### src/rtl/instr_encoder_if.sv
// Request/response bundle for instr_encoder: request side carries the instruction
// fields, response side carries encoded words, their addresses and the illegal-op reporting.
interface instr_encoder_if;
  logic        in_valid;
  logic        in_ready;
  logic [2:0]  in_op;
  logic [4:0]  in_rs;
  logic [4:0]  in_rt;
  logic [4:0]  in_rd;
  logic [5:0]  in_funct;
  logic [15:0] in_imm;
  logic        out_valid;
  logic        out_ready;
  logic [31:0] out_instr;
  logic [31:0] out_addr;
  logic        err_illegal;
  logic [7:0]  err_count;

  modport slave (
    input  in_valid, in_op, in_rs, in_rt, in_rd, in_funct, in_imm, out_ready,
    output in_ready, out_valid, out_instr, out_addr, err_illegal, err_count
  );

  modport master (
    output in_valid, in_op, in_rs, in_rt, in_rd, in_funct, in_imm, out_ready,
    input  in_ready, out_valid, out_instr, out_addr, err_illegal, err_count
  );
endinterface

### src/rtl/instr_encoder.sv
// MIPS-style instruction encoder feeding a 4-entry FIFO with running byte addresses.
// Define INSTR_ENC_ERRCNT_EN to enable the saturating illegal-request counter on err_count.
module instr_encoder (
  input logic            clk,
  input logic            reset,
  instr_encoder_if.slave bus
);
  localparam int unsigned Depth = 4;

  logic [31:0] mem_q [Depth];
  logic [1:0]  wr_ptr_q;
  logic [1:0]  rd_ptr_q;
  logic [2:0]  count_q;
  logic [2:0]  count_d;
  logic [31:0] addr_q;
  logic        err_q;

  logic        legal;
  logic [31:0] enc;
  logic        accept;
  logic        push;
  logic        pop;
  logic        illegal;

  always_comb begin
    legal = 1'b1;
    enc   = '0;
    case (bus.in_op)
      3'd0: enc = {6'b000000, bus.in_rs, bus.in_rt, bus.in_rd, 5'b00000, bus.in_funct};
      3'd1: enc = {6'b001000, bus.in_rs, bus.in_rt, bus.in_imm};
      3'd2: enc = {6'b100011, bus.in_rs, bus.in_rt, bus.in_imm};
      3'd3: enc = {6'b101011, bus.in_rs, bus.in_rt, bus.in_imm};
      3'd4: enc = {6'b000100, bus.in_rs, bus.in_rt, bus.in_imm};
      default: legal = 1'b0;
    endcase
  end

  assign bus.in_ready  = (count_q < 3'd4);
  assign bus.out_valid = (count_q != 3'd0);
  assign bus.out_instr = bus.out_valid ? mem_q[rd_ptr_q] : 32'h0;
  assign bus.out_addr  = addr_q;
  assign bus.err_illegal = err_q;

  // Illegal requests still consume a handshake but never reach the FIFO.
  assign accept  = bus.in_valid & bus.in_ready;
  assign push    = accept & legal;
  assign illegal = accept & ~legal;
  assign pop     = bus.out_valid & bus.out_ready;

  always_comb begin
    count_d = count_q;
    case ({push, pop})
      2'b10:   count_d = count_q + 3'd1;
      2'b01:   count_d = count_q - 3'd1;
      default: count_d = count_q;
    endcase
  end

  always_ff @(posedge clk) begin
    if (reset) begin
      wr_ptr_q <= 2'd0;
      rd_ptr_q <= 2'd0;
      count_q  <= 3'd0;
      addr_q   <= 32'h0;
      err_q    <= 1'b0;
    end else begin
      count_q <= count_d;
      err_q   <= illegal;
      if (push) begin
        wr_ptr_q <= wr_ptr_q + 2'd1;
      end
      if (pop) begin
        rd_ptr_q <= rd_ptr_q + 2'd1;
        addr_q   <= addr_q + 32'd4;
      end
    end
  end

  // Storage needs no reset; occupancy alone decides what is visible.
  always_ff @(posedge clk) begin
    if (push && !reset) begin
      mem_q[wr_ptr_q] <= enc;
    end
  end

`ifdef INSTR_ENC_ERRCNT_EN
  logic [7:0] err_count_q;

  always_ff @(posedge clk) begin
    if (reset) begin
      err_count_q <= 8'h00;
    end else if (illegal && (err_count_q != 8'hFF)) begin
      err_count_q <= err_count_q + 8'd1;
    end
  end

  assign bus.err_count = err_count_q;
`else
  assign bus.err_count = 8'h00;
`endif

endmodule

### src/flat_wrapper.sv
// flat-port wrapper written by rule: the top's interface ports become plain ports
module instr_encoder_flat 
  (clk, reset, bus_in_valid, bus_in_op, bus_in_rs, bus_in_rt, bus_in_rd, bus_in_funct, bus_in_imm, bus_out_ready, bus_in_ready, bus_out_valid, bus_out_instr, bus_out_addr, bus_err_illegal, bus_err_count);
  instr_encoder_if bus_i ();
  input logic clk;
  input logic reset;
  input wire logic [$bits(bus_i.in_valid)-1:0] bus_in_valid;
  input wire logic [$bits(bus_i.in_op)-1:0] bus_in_op;
  input wire logic [$bits(bus_i.in_rs)-1:0] bus_in_rs;
  input wire logic [$bits(bus_i.in_rt)-1:0] bus_in_rt;
  input wire logic [$bits(bus_i.in_rd)-1:0] bus_in_rd;
  input wire logic [$bits(bus_i.in_funct)-1:0] bus_in_funct;
  input wire logic [$bits(bus_i.in_imm)-1:0] bus_in_imm;
  input wire logic [$bits(bus_i.out_ready)-1:0] bus_out_ready;
  output wire logic [$bits(bus_i.in_ready)-1:0] bus_in_ready;
  output wire logic [$bits(bus_i.out_valid)-1:0] bus_out_valid;
  output wire logic [$bits(bus_i.out_instr)-1:0] bus_out_instr;
  output wire logic [$bits(bus_i.out_addr)-1:0] bus_out_addr;
  output wire logic [$bits(bus_i.err_illegal)-1:0] bus_err_illegal;
  output wire logic [$bits(bus_i.err_count)-1:0] bus_err_count;
  assign bus_i.in_valid = bus_in_valid;
  assign bus_i.in_op = bus_in_op;
  assign bus_i.in_rs = bus_in_rs;
  assign bus_i.in_rt = bus_in_rt;
  assign bus_i.in_rd = bus_in_rd;
  assign bus_i.in_funct = bus_in_funct;
  assign bus_i.in_imm = bus_in_imm;
  assign bus_i.out_ready = bus_out_ready;
  assign bus_in_ready = bus_i.in_ready;
  assign bus_out_valid = bus_i.out_valid;
  assign bus_out_instr = bus_i.out_instr;
  assign bus_out_addr = bus_i.out_addr;
  assign bus_err_illegal = bus_i.err_illegal;
  assign bus_err_count = bus_i.err_count;
  instr_encoder u_core (.clk(clk), .reset(reset), .bus(bus_i));
endmodule
### config.mk
export PLATFORM = sky130hd
export DESIGN_NAME = instr_encoder_flat
export DESIGN_NICKNAME = d
export VERILOG_FILES = /design/src/rtl/instr_encoder_if.sv /design/src/rtl/instr_encoder.sv /design/src/flat_wrapper.sv
export SDC_FILE = /design/constraint.sdc
export NUM_CORES = 1
export LEC_CHECK = 0
export CAP_MARGIN = 20
export CORE_ASPECT_RATIO = 1.4
export CORE_MARGIN = 2
export CORE_UTILIZATION = 48
export CTS_CLUSTER_SIZE = 16
export DETAILED_ROUTE_END_ITERATION = 16
export PLACE_DENSITY = 0.86
export SYNTH_ARGS = -nofsm -noshare
export SYNTH_HDL_FRONTEND = slang
export SYNTH_SLANG_ARGS = --single-unit
### constraint.sdc
create_clock -name clk -period 2.2 [get_ports clk]
set_clock_uncertainty 0.1 [all_clocks]
set_input_delay 0.44 -clock clk [delete_from_list [all_inputs] [get_ports clk]]
set_output_delay 0.44 -clock clk [all_outputs]
set_load 0.01 [all_outputs]
==> results.json <==
{
  "fp.dieH_microns": 145,
  "cts_tree": "built",
  "syn_to_final_growth_pct": 33.1,
  "worstSetupPathType": "flop to output port",
  "antenna_cells": 0,
  "grt_usage_pct": 21.4,
  "rsz0062_at_grt": "yes",
  "die_area_sq_um": 15100,
  "async_flop_share_pct": 0,
  "yosys.area.top_type_share_pct": 51.4,
  "slew-limit-headroom_pct": 61.8,
  "maxSlewViolCount": 0,
  "htreeDepth": 4,
  "combPwrFrac_pct": 34.7,
  "io_buffers": 107,
  "grt_pass1_vias": 4580,
  "synth_edf_count": 116,
  "min_period_over_period_pct": 110,
  "setup_viol": 31,
  "postRouteAntennaNets": 0,
  "fmaxAchievable_ghz": 0.413,
  "die_w_microns": 104,
  "fin_cells": 811,
  "grt_overflow": 0,
  "clk_pin_slew_ps": 60,
  "drc": 0,
  "row_count": 51,
  "crit_top_cell": "buf_6",
  "fp.coreArea_sq_um": 13800,
  "path_buf_inv": 3,
  "min_path_type": "flop to flop",
  "hold_viol": 0,
  "crit_slowest_cell": "mux4_2",
  "p_seq_share_pct": 35.0,
  "clock-sinks": 156,
  "avgSynthCellArea_sq_um": 14.3,
  "critical_path_depth": 5,
  "worstPathMaxFanout": 7,
  "yosys_warnings": 0,
  "cts_buffer_depth": 2,
  "ys_types": 41,
  "path_cells": "buf_6 > buf_12 > mux4_2 > and2_4 > buf_6",
  "fillers": 977,
  "cts_made_buffers": 17,
  "timing.final.crit_period_ps": 2420,
  "synthFlopType": "edfxtp_1",
  "synth.largest_area_cell": "edfxtp_1",
  "outcome": "complete, but fails checks",
  "synth_area_sq_um": 6780,
  "dp_hpwl_mm": 10.4,
  "clock_latency_ps": 420,
  "via_per_inst": 5.59,
  "reg2reg_from": "u_core.count_q[2]",
  "synth_area_leaders": "edfxtp_1, dfxtp_1, mux4_2",
  "ff2ff_path_depth": 8,
  "power.density_nw_per_um2": 1080,
  "p_switching_mw": 2.82,
  "max_cap_viol_count": 0,
  "p_leak_nw": 3.14,
  "required_ps": 1660,
  "switching_share_pct": 29.0,
  "routed_wl_mm": 16.4,
  "hold_depth": 2,
  "end_kind": "output port",
  "layout-drive-gt1-share_pct": 27.5,
  "grt_max_degree": 36,
  "worst_ep_arrival_time_ps": 1880,
  "cts_hold_buf": 0,
  "setup_ws_ps": -224,
  "num_vias": 4535,
  "cts-root-buf": "clkbuf_16",
  "antenna_found_initial": 0,
  "hold_start": "u_core.bus.out_addr[31]",
  "start_util_pct": 49.0,
  "cp_top_family": "multiplexers",
  "max_stage_delay_ps": 550,
  "finalPower_mw": 9.75,
  "placed_cells": 774,
  "worstMarginPinSlew_ps": 566,
  "seq_area_frac_synth_pct": 63.2,
  "final_nets": 664,
  "worstSetupStartpointType": "flop",
  "pwr-share-clk_pct": 30.3,
  "place.gp.congestion": 0.815,
  "wl_per_cell_microns": 20.3,
  "ir_drop_mv": 0.709,
  "grt_pass1_wl_mm": 24.5,
  "internal_power_mw": 6.92,
  "dr.first_iter.drc_count": 355,
  "top_level_ports": 119,
  "dr.pass1.iters": 5,
  "synthCells": 473,
  "dp_slack_ps": -585,
  "synth_seq_cells": 156,
  "violations": "setup timing"
}
## cell type report
type	count	area (sq um)	share of cell area [%]
clock buffers	18	429	4.75
clock inverters	14	173	1.91
inverters	10	37.5	0.416
multi-input cells	280	2330	25.9
flip-flops and latches	156	4290	47.5
well taps	185	231	2.56
repair buffers	148	1530	17.0
## stage by stage
step	setup TNS (ps)	instance area, sq um	util, %	hold slack, ps
2_1_floorplan	-56.2	6830	-	369
3_3_place_gp	-48190	8300	59.9	363
3_5_place_dp	-59010	8300	59.9	373
4_1_cts	-5740	8960	64.7	384
5_1_grt	-5760	9030	65.2	440
6_report	-4120	9030	65.2	382
## flip-flops by register name, summed over array words and instances (netlist names), named ones only
register,count
u_core.bus.err_illegal,1
u_core.bus.out_addr,30
u_core.count_q,3
u_core.mem_q,116
u_core.rd_ptr_q,2
u_core.wr_ptr_q,2
## routing by layer
layer | track usage [%] | share of wire, %
met5 | 0 | 0
met4 | 6.97 | 1.5
met3 | 5.06 | 7.1
met2 | 38.7 | 54
met1 | 25.1 | 38
## repair_timing
| item | in CTS | in global routing |
|---|---|---|
| gates resized for setup | 160 | 22 |
| setup buffers | 3 | 1 |
| pin swaps | 29 | 1 |
| cloned | 2 | 1 |
| endpoints found under the setup margin | 149 | 33 |
| endpoints found under the hold margin | 0 | 0 |
## power by group through the flow
stage | combinational, mW | clock (mW) | sequential, mW
CTS | 3.15 | 2.99 | 3.41
finish | 3.38 | 2.95 | 3.41
global route | 3.56 | 3.12 | 3.42
global placement | 2.80 | 0 | 3.45
detailed placement | 2.91 | 0 | 3.47
floorplan | 1.55 | 0 | 3.44
## cells in the final DEF, fill, tap and decap left out, drive strengths merged, types with 11 or more instances in the layout
master,n
edfxtp,116
clkdlybuf4s50,72
buf,71
and2,50
dfxtp,40
mux4,29
o21ai,22
nor2,21
a21oi,21
nand3,20
clkbuf,19
inv,18
mux2i,13
nand2,11
conb,11
nand4,11
## cells by family after synthesis
kind of cell	Yosys count	synth area share [%]
compound gates	54	4.43
xor+xnor	14	1.81
fa+ha+maj	7	1.40
buf+inv	47	4.15
flops	156	63.2
mux	44	11.9
other cells	1	0.0553
simple gates	150	13.1
## final timing paths
kind	endpoint	slack [ps]
setup / recovery	bus_out_instr[19]	-220
setup reg to reg	u_core.count_q[2]	160
hold reg to reg	u_core.bus.out_addr[31]	380
hold / removal	u_core.bus.out_addr[31]	380
## synthesized netlist by cell type (10+ instances only)
cell	instances
nand3_1	20
nor2_1	21
clkbuf_1	12
a21oi_1	21
o31ai_1	10
inv_1	10
nand2_1	11
or4_1	10
nand4_1	10
o21ai_0	22
and2_1	49
dfxtp_1	40
mux2i_1	13
mux4_2	29
buf_4	14
edfxtp_1	116
## tightest hold or removal path, cell delays in order, from the launching register on
cell	delay [ps]
dfxtp_1	320
o31ai_1	60
a21oi_1	50
Power figures use the tool's default switching activity.
